--- config.mk ---
export PLATFORM = sky130hd
export DESIGN_NAME = lift
export DESIGN_NICKNAME = d
export VERILOG_FILES = /design/src/rtl/lift.sv
export SDC_FILE = /design/constraint.sdc
export NUM_CORES = 1
export LEC_CHECK = 0
export ABC_AREA = 1
export BUFFER_PORTS_ARGS = -buffer_cell sky130_fd_sc_hd__buf_2
export CAP_MARGIN = 20
export CORE_MARGIN = 2
export CORE_UTILIZATION = 56
export DETAILED_ROUTE_END_ITERATION = 12
export GPL_TIMING_DRIVEN = 0
export PLACE_DENSITY = 0.83
export SLEW_MARGIN = 0
export SYNTH_ARGS = -nofsm -noshare
export SYNTH_HDL_FRONTEND = slang
export SYNTH_SLANG_ARGS = --single-unit
--- constraint.sdc ---
create_clock -name clk -period 2.55 [get_ports clk]
set_input_delay 0.6375 -clock clk [delete_from_list [all_inputs] [get_ports clk]]
set_output_delay 0.6375 -clock clk [all_outputs]
set_load 0.005 [all_outputs]
--- src/rtl/lift.sv ---
// -----------------------------------------------------------------------------
// lift -- single-car elevator controller for an 8-floor building (floors 0-7).
//
// The car serves one hall call at a time:
//   1. In IDLE a hall call (butt_up_down) latches the caller's floor (pass_f).
//   2. The car travels to that floor, one floor every FLOOR_TICKS cycles.
//   3. The door dwells for DOOR_TICKS cycles.
//   4. At the end of the dwell the in-car selection (butt_el) is sampled.
//   5. The car carries the passenger there, dwells again and returns to IDLE.
// Calls arriving while busy are ignored; nothing is queued.
//
// Parameters
//   FLOOR_TICKS  clock cycles to travel one floor (>= 1)
//   DOOR_TICKS   clock cycles of door dwell at a stop (>= 1)
//
// Ports
//   clk           in   system clock, rising-edge active
//   rst_n         in   asynchronous reset, active-HIGH despite the name
//   butt_el       in   [2:0] in-car destination floor, sampled only at the
//                      end of the pickup dwell
//   butt_up_down  in   hall call request, level-sensitive, active-high
//   pass_f        in   [2:0] floor the hall call was made from
//   elev_f_o      out  [2:0] current car floor, registered
//   busy_o        out  1 while serving a call, 0 when idle; registered
// -----------------------------------------------------------------------------
module lift #(
    parameter int unsigned FLOOR_TICKS = 4,
    parameter int unsigned DOOR_TICKS  = 4
) (
    input  logic       clk,
    input  logic       rst_n,
    input  logic [2:0] butt_el,
    input  logic       butt_up_down,
    input  logic [2:0] pass_f,
    output logic [2:0] elev_f_o,
    output logic       busy_o
);

    // One timer serves both travel and dwell, so it must reach the larger
    // terminal count. Keep at least one bit when both counts are 1.
    localparam int unsigned MAX_TICKS = (FLOOR_TICKS > DOOR_TICKS) ? FLOOR_TICKS : DOOR_TICKS;
    localparam int unsigned TW        = (MAX_TICKS > 1) ? $clog2(MAX_TICKS) : 1;

    localparam logic [TW-1:0] FLOOR_LAST = TW'(FLOOR_TICKS - 1);
    localparam logic [TW-1:0] DOOR_LAST  = TW'(DOOR_TICKS - 1);

    typedef enum logic [2:0] {
        StIdle       = 3'd0,
        StGoPickup   = 3'd1,
        StDoorPickup = 3'd2,
        StGoDest     = 3'd3,
        StDoorDest   = 3'd4
    } state_e;

    state_e        state;
    logic [2:0]    target;
    logic [TW-1:0] timer;

    // Floor the car reaches when the current travel step completes. If the
    // car is somehow already at the target it stays put instead of stepping
    // away, which keeps the floor inside 0-7 under every condition.
    logic [2:0] step_floor;
    logic       step_done;
    logic       floor_tick;
    logic       door_tick;

    always_comb begin
        step_floor = elev_f_o;
        if (target > elev_f_o) begin
            step_floor = elev_f_o + 3'd1;
        end else if (target < elev_f_o) begin
            step_floor = elev_f_o - 3'd1;
        end
    end

    assign step_done  = (step_floor == target);
    assign floor_tick = (timer == FLOOR_LAST);
    assign door_tick  = (timer == DOOR_LAST);

    always_ff @(posedge clk or posedge rst_n) begin
        if (rst_n) begin
            state    <= StIdle;
            target   <= 3'd0;
            timer    <= '0;
            elev_f_o <= 3'd0;
            busy_o   <= 1'b0;
        end else begin
            case (state)
                StIdle: begin
                    if (butt_up_down) begin
                        target <= pass_f;
                        busy_o <= 1'b1;
                        timer  <= '0;
                        // A call from the car's own floor opens the door at once.
                        if (pass_f != elev_f_o) begin
                            state <= StGoPickup;
                        end else begin
                            state <= StDoorPickup;
                        end
                    end else begin
                        busy_o <= 1'b0;
                    end
                end

                StGoPickup, StGoDest: begin
                    if (floor_tick) begin
                        timer    <= '0;
                        elev_f_o <= step_floor;
                        // Arrival switches to the dwell on the same edge.
                        if (step_done) begin
                            if (state == StGoPickup) begin
                                state <= StDoorPickup;
                            end else begin
                                state <= StDoorDest;
                            end
                        end
                    end else begin
                        timer <= timer + TW'(1);
                    end
                end

                StDoorPickup: begin
                    if (door_tick) begin
                        // The only point at which the in-car selection is read.
                        target <= butt_el;
                        timer  <= '0;
                        if (butt_el != elev_f_o) begin
                            state <= StGoDest;
                        end else begin
                            state  <= StIdle;
                            busy_o <= 1'b0;
                        end
                    end else begin
                        timer <= timer + TW'(1);
                    end
                end

                StDoorDest: begin
                    if (door_tick) begin
                        timer  <= '0;
                        state  <= StIdle;
                        busy_o <= 1'b0;
                    end else begin
                        timer <= timer + TW'(1);
                    end
                end

                // Unused encodings: drop the trip, keep the car where it is.
                default: begin
                    state  <= StIdle;
                    busy_o <= 1'b0;
                    timer  <= '0;
                end
            endcase
        end
    end

endmodule

=== Word-level counts from Yosys, hierarchy flattened ===
Cells that the tools add are included.

* Word-level logic and storage cells: 55
* Register bits: 12

* Reductions and logical operators: 8
* Order comparisons: 2
* Mux-type cells: 22
* Equal/unequal tests: 14
* Add/subtract/negate cells: 3
* Bitwise gates (word level): 1

{| class="wikitable"
|+ Operators with widths
! cell !! number
|-
| two-way mux 3 bit || 10
|-
| != test 2 bit, second input constant || 6
|-
| one-hot mux 3 bit (4 select lines) || 1
|-
| two-way mux 2 bit || 4
|-
| equality test 3 x 2 -> 1 bit, second input constant || 2
|-
| != test 3 bit || 2
|-
| one-hot mux 3 bit (2 select lines) || 1
|-
| AND reduction 5 bit || 1
|-
| two-way mux 1 bit || 4
|-
| one-hot mux 1 bit (4 select lines) || 1
|-
| one-hot mux 2 bit (2 select lines) || 1
|-
| AND reduction 4 bit || 1
|-
| OR reduction 4 bit || 1
|-
| adder 3 x 1 -> 3 bit, second input constant || 1
|-
| equality test 3 x 1 -> 1 bit, second input constant || 1
|-
| equality test 3 bit || 1
|-
| equality test 3 bit, second input constant || 1
|-
| > comparator 3 bit || 1
|-
| zero test 3 bit || 1
|-
| < comparator 3 bit || 1
|-
| AND reduction 3 bit || 1
|-
| subtractor 3 x 1 -> 3 bit, second input constant || 1
|-
| adder 2 x 1 -> 2 bit, second input constant || 1
|-
| equality test 2 bit, second input constant || 1
|-
| other kinds (4) || 4
|}

=== Logic depth before layout (Yosys ltp) ===
* Word-level depth: 7
* Depth in mapped cells: 17
* Mapped depth without buffers: 17

=== Worst setup path before layout ===
OpenSTA, ideal clock, no wires.

* Path kind: register to register
* From: reg elev_f_o[2]
* To: reg state[1]
* Required time: 2.433 ns
* Setup slack: 0.663 ns
* Data arrival time: 1.771 ns
* Clock period less this slack: 1.887 ns
* Stages on the path, launching flop included: 15
* Cells stage by stage: dfrtp_1 inv_2 ha_1 nand3_1 clkinv_2 nand2_1 nand2_1 nand3_1 nand3_1 nor2_1 nand2_1 nand2_2 nand2_1 nand2_1 nand2_1

* Cells in the longest elaborated chain, start to end: 6
* Elaborated cells between the ends (all ways): 16
* Classes of those cells: add/sub (2); order compare (2); eq/ne (4); mux (7); reduce/logical (1)

{| class="wikitable"
|+ Ends and longest elaborated chain
! element !! line !! text
|-
| from (decl) || 35 || <nowiki>output logic [2:0] elev_f_o,</nowiki>
|-
| from (signal assigned) || 108 || <nowiki>elev_f_o <= step_floor;</nowiki>
|-
| subtractor 3 x 1 -> 3 bit or < comparator 3 bit (tied branches) || 72, 71 ||
|-
| two-way mux 3 bit || 71 || <nowiki>end else if (target < elev_f_o) begin</nowiki>
|-
| two-way mux 3 bit || 69 || <nowiki>if (target > elev_f_o) begin</nowiki>
|-
| equality test 3 bit || 76 || <nowiki>assign step_done = (step_floor == target);</nowiki>
|-
| != test 2 bit (no line) || -- ||
|-
| AND reduction 5 bit (no line) || -- ||
|-
| to (signal assigned) || 82 || <nowiki>state <= StIdle;</nowiki>
|-
| to (signal assigned) || 96 || <nowiki>state <= StGoPickup;</nowiki>
|-
| to (signal assigned) || 98 || <nowiki>state <= StDoorPickup;</nowiki>
|-
| to (decl) || 55 || <nowiki>state_e state;</nowiki>
|}

Several ways; a longest one is shown, not always the timed one. The select of a mux whose other input is x is not followed.
A chain may end at the register's enable or synchronous reset.

=== Worst setup path in the final report ===
Ends and elaborated chain as after synthesis.

==> key figures <==
Run status
  • Status: complete, no violations

Synth
  • Top cell type's share of synthesized area: 0.313
  • Syn avg cell area: 7.16 um2
  • Syn Nets: 149
  • Top cells by area, synth: dfrtp_1 (31%), nand2_1 (12%), nand3_1 (9.4%)
  • Register area share after synthesis: 0.313
  • Synth Instances: 134
  • Distinct cells, synth: 22
  • Flops & latches, synth: 12
  • Synth area leader: dfrtp_1
  • Synth warn: 0
  • Mapped Area: 960 um2

STA
  • Final Hold Vio Count: 0
  • Part of the cycle the worst path needs: 0.872
  • Slew HR: 0.688
  • Max-slew violation count: 0
  • F_max: 0.450 GHz
  • Clock skew: 15.1 ps
  • Crit path time final: 2220 ps
  • RSZ-0062 raised after global routing: no
  • # setup viols final: 0
  • Worst Tran Pin Value: 467 ps
  • Setup total negative slack: 0 ps

Global route
  • First-pass GRT wire length: 3470 um
  • GRT Residual Overflow: 0
  • Total track usage: 0.235
  • Vias in the first global route: 801
  • Antenna violations before repair: 0
  • Largest net degree at the start of global routing: 13

Critical path
  • CP startpoint kind: register
  • Setup CP Type: register to register
  • CP most frequent cell: nand2_1
  • Slowest CP cell: dfrtp_1
  • CP arrival: 2400 ps
  • FF-to-FF path depth: 14
  • Cell breakdown of the critical path: inv_2 > ha_1 > nand3_1 > clkinv_2 > nand2_1 > nand2_1 > nand3_1 > nand3_1 > nor2_1 > nand2_1 > nand2_2 > nand2_1 > nand2_1 > nand2_1
  • Slowest Stage Delay on Critical Path: 480 ps
  • Worst Path Required: 2730 ps
  • WP depth: 14
  • Critical path's top delay family: simple AND/OR/NAND/NOR gates
  • Critical-path maximum fanout: 6
  • Crit path capture type: register
  • Worst Path Buf+Inv: 2

Placed design
  • Hpwl dp: 1650 um
  • Placed instance count: 162
  • I/O Buffers: 12
  • Routability cong.: 0.911

Route
  • Initial detailed-routing violation count: 28
  • Number of remaining DRC errors: 0
  • Routed WL per cell: 12.6 um
  • Vias: 916
  • Final ANT Viol Nets: 0
  • Vias per cell: 5.52
  • 1st-pass router iterations: 4
  • Wirelength, routed: 2100 um

Finish
  • # diodes: 0
  • Commonest non-fill, non-tap cell in the layout: nand2_1
  • Net count, final: 166
  • Ratio of cells with drive above 1 in the final layout: 0.173
  • Area Overhead vs Synth: 12.1%
  • Most frequent cells in the layout: nand2_1 (30), inv_1 (24), nand3_1 (18), dfrtp_1 (12), buf_2 (12)
  • Fin cells: 166
  • Fill cell count: 131

Power and ir drop
  • Leak Pwr: 0.564 nW
  • Tot Pwr: 1.64 mW
  • Pint: 0.776 mW
  • Logic pwr share: 0.661
  • Sw frac: 0.527
  • PwrDens: 1530 nW/um2
  • Power share of the sequential group: 0.238
  • Peak VDD IR: 1.09 mV
  • Net Switching: 0.865 mW
  • Clk network pwr share: 0.101

Job
  • Max Cap Viol: 0

Floorplanning
  • Core Rows: 14
  • Die extent in x: 45.4 um
  • I/O pin total: 13
  • Die area: 2060 um2
  • Core region area: 1560 um2
  • Starting Density: 0.616
  • Chip Height: 45.4 um

Clocking
  • Post-CTS Repair Setup Buffers: 0
  • CTS tree: yes
  • H-tree depth: 1
  • Clk buf depth: 2
  • Hold buffers post-CTS: 0
  • Worst-Skew Late Latency: 300 ps
  • Clock-pin slew on the worst setup and hold paths: 100 ps
  • Post-cts resize count: 0
  • CTS Root Cell: clkbuf_4
  • Cts bufs inserted: 3
  • Clock Sink Count: 12

Hold path
  • HP Class: input port to asynchronous set/reset pin
[registers in the layout, summed over array words and instances (netlist names)]
signal,count
timer,2
state,3
elev_f_o,3
busy_o,1
target,3
[kinds of logic (layout without fill, tap and decap cells)]
kind of cell,Yosys count,after routing,share of synthesized area
AO/OA/AOI/OAI,20,20,0.136
XOR/XNOR,4,4,0.0365
adder cells (fa/ha/maj),6,6,0.0782
buffers and inverters,26,42,0.103
flip-flops,12,12,0.313
multiplexers,1,1,0.0104
AND/OR/NAND/NOR,65,65,0.323
[Yosys cell counts]
cell type	instances
nand3_1	18
o31ai_1	2
dfrtp_1	12
o22ai_1	3
nand4_1	1
nand2_1	30
o21ai_0	8
nand3_2	2
nor3_4	1
mux2i_1	1
a21oi_4	1
nand2_2	3
o211ai_1	4
inv_2	1
xnor2_1	4
ha_1	6
clkinv_2	1
nand2_4	1
nor3_1	1
o21ai_1	2
inv_1	24
nor2_1	8
[routing by layer]
metal,up-vias,share of wire,track usage
met2,24,0.48,0.363
li1,471,-,-
met3,5,0.032,0.0238
met4,0,0.018,0.0941
met1,416,0.47,0.333
met5,-,0,0
[worst paths after layout]
kind	startpoint	to	slack [ps]
setup / recovery	elev_f_o[2]$_DFFE_PP0P_	state[1]$_DFFE_PP0P_	330
hold / removal	rst_n	target[1]$_DFFE_PP0P_	330
setup reg to reg	elev_f_o[2]$_DFFE_PP0P_	state[1]$_DFFE_PP0P_	330
hold reg to reg	busy_o$_DFFE_PP0P_	busy_o$_DFFE_PP0P_	480
max in group asynchronous	rst_n	state[1]$_DFFE_PP0P_	1880
min in group clk	busy_o$_DFFE_PP0P_	busy_o$_DFFE_PP0P_	480
[worst reg2reg max path, delay by kind of cell (launching register included)]
kind	cells	cell delay, ps
adders and majority gates	1	380
buffers and inverters	2	230
and+or+nand+nor	11	1020
DFF	1	480
[area by class of cell]
class | instances | area (um2) | share of cell area
Multi-Input combinational cell | 96 | 561 | 0.521
Sequential cell | 12 | 300 | 0.279
Inverter | 26 | 98.8 | 0.0919
Timing Repair Buffer | 12 | 60.1 | 0.0558
Clock buffer | 4 | 36.3 | 0.0337
Tap cell | 16 | 20.0 | 0.0186
[power groups by stage]
stage | registers, mW | clock network (mW) | logic [mW]
6_report | 0.391 | 0.165 | 1.09
5_1_grt | 0.401 | 0.169 | 1.24
4_1_cts | 0.389 | 0.165 | 1.08
3_5_place_dp | 0.394 | 0 | 1.06
3_3_place_gp | 0.390 | 0 | 1.02
2_1_floorplan | 0.375 | 0 | 0.859
[metrics by stage]
| stage | worst slack, ps | cell area (um2) | util | hold WS [ps] |
|---|---|---|---|---|
| floorplan | 663 | 960 | - | 457 |
| global placement | 462 | 1040 | 0.667 | 456 |
| detailed placement | 402 | 1040 | 0.667 | 467 |
| CTS | 352 | 1080 | 0.690 | 362 |
| global route | 122 | 1080 | 0.690 | 399 |
| finish | 328 | 1080 | 0.690 | 333 |
(Power assumes the default switching activity.)
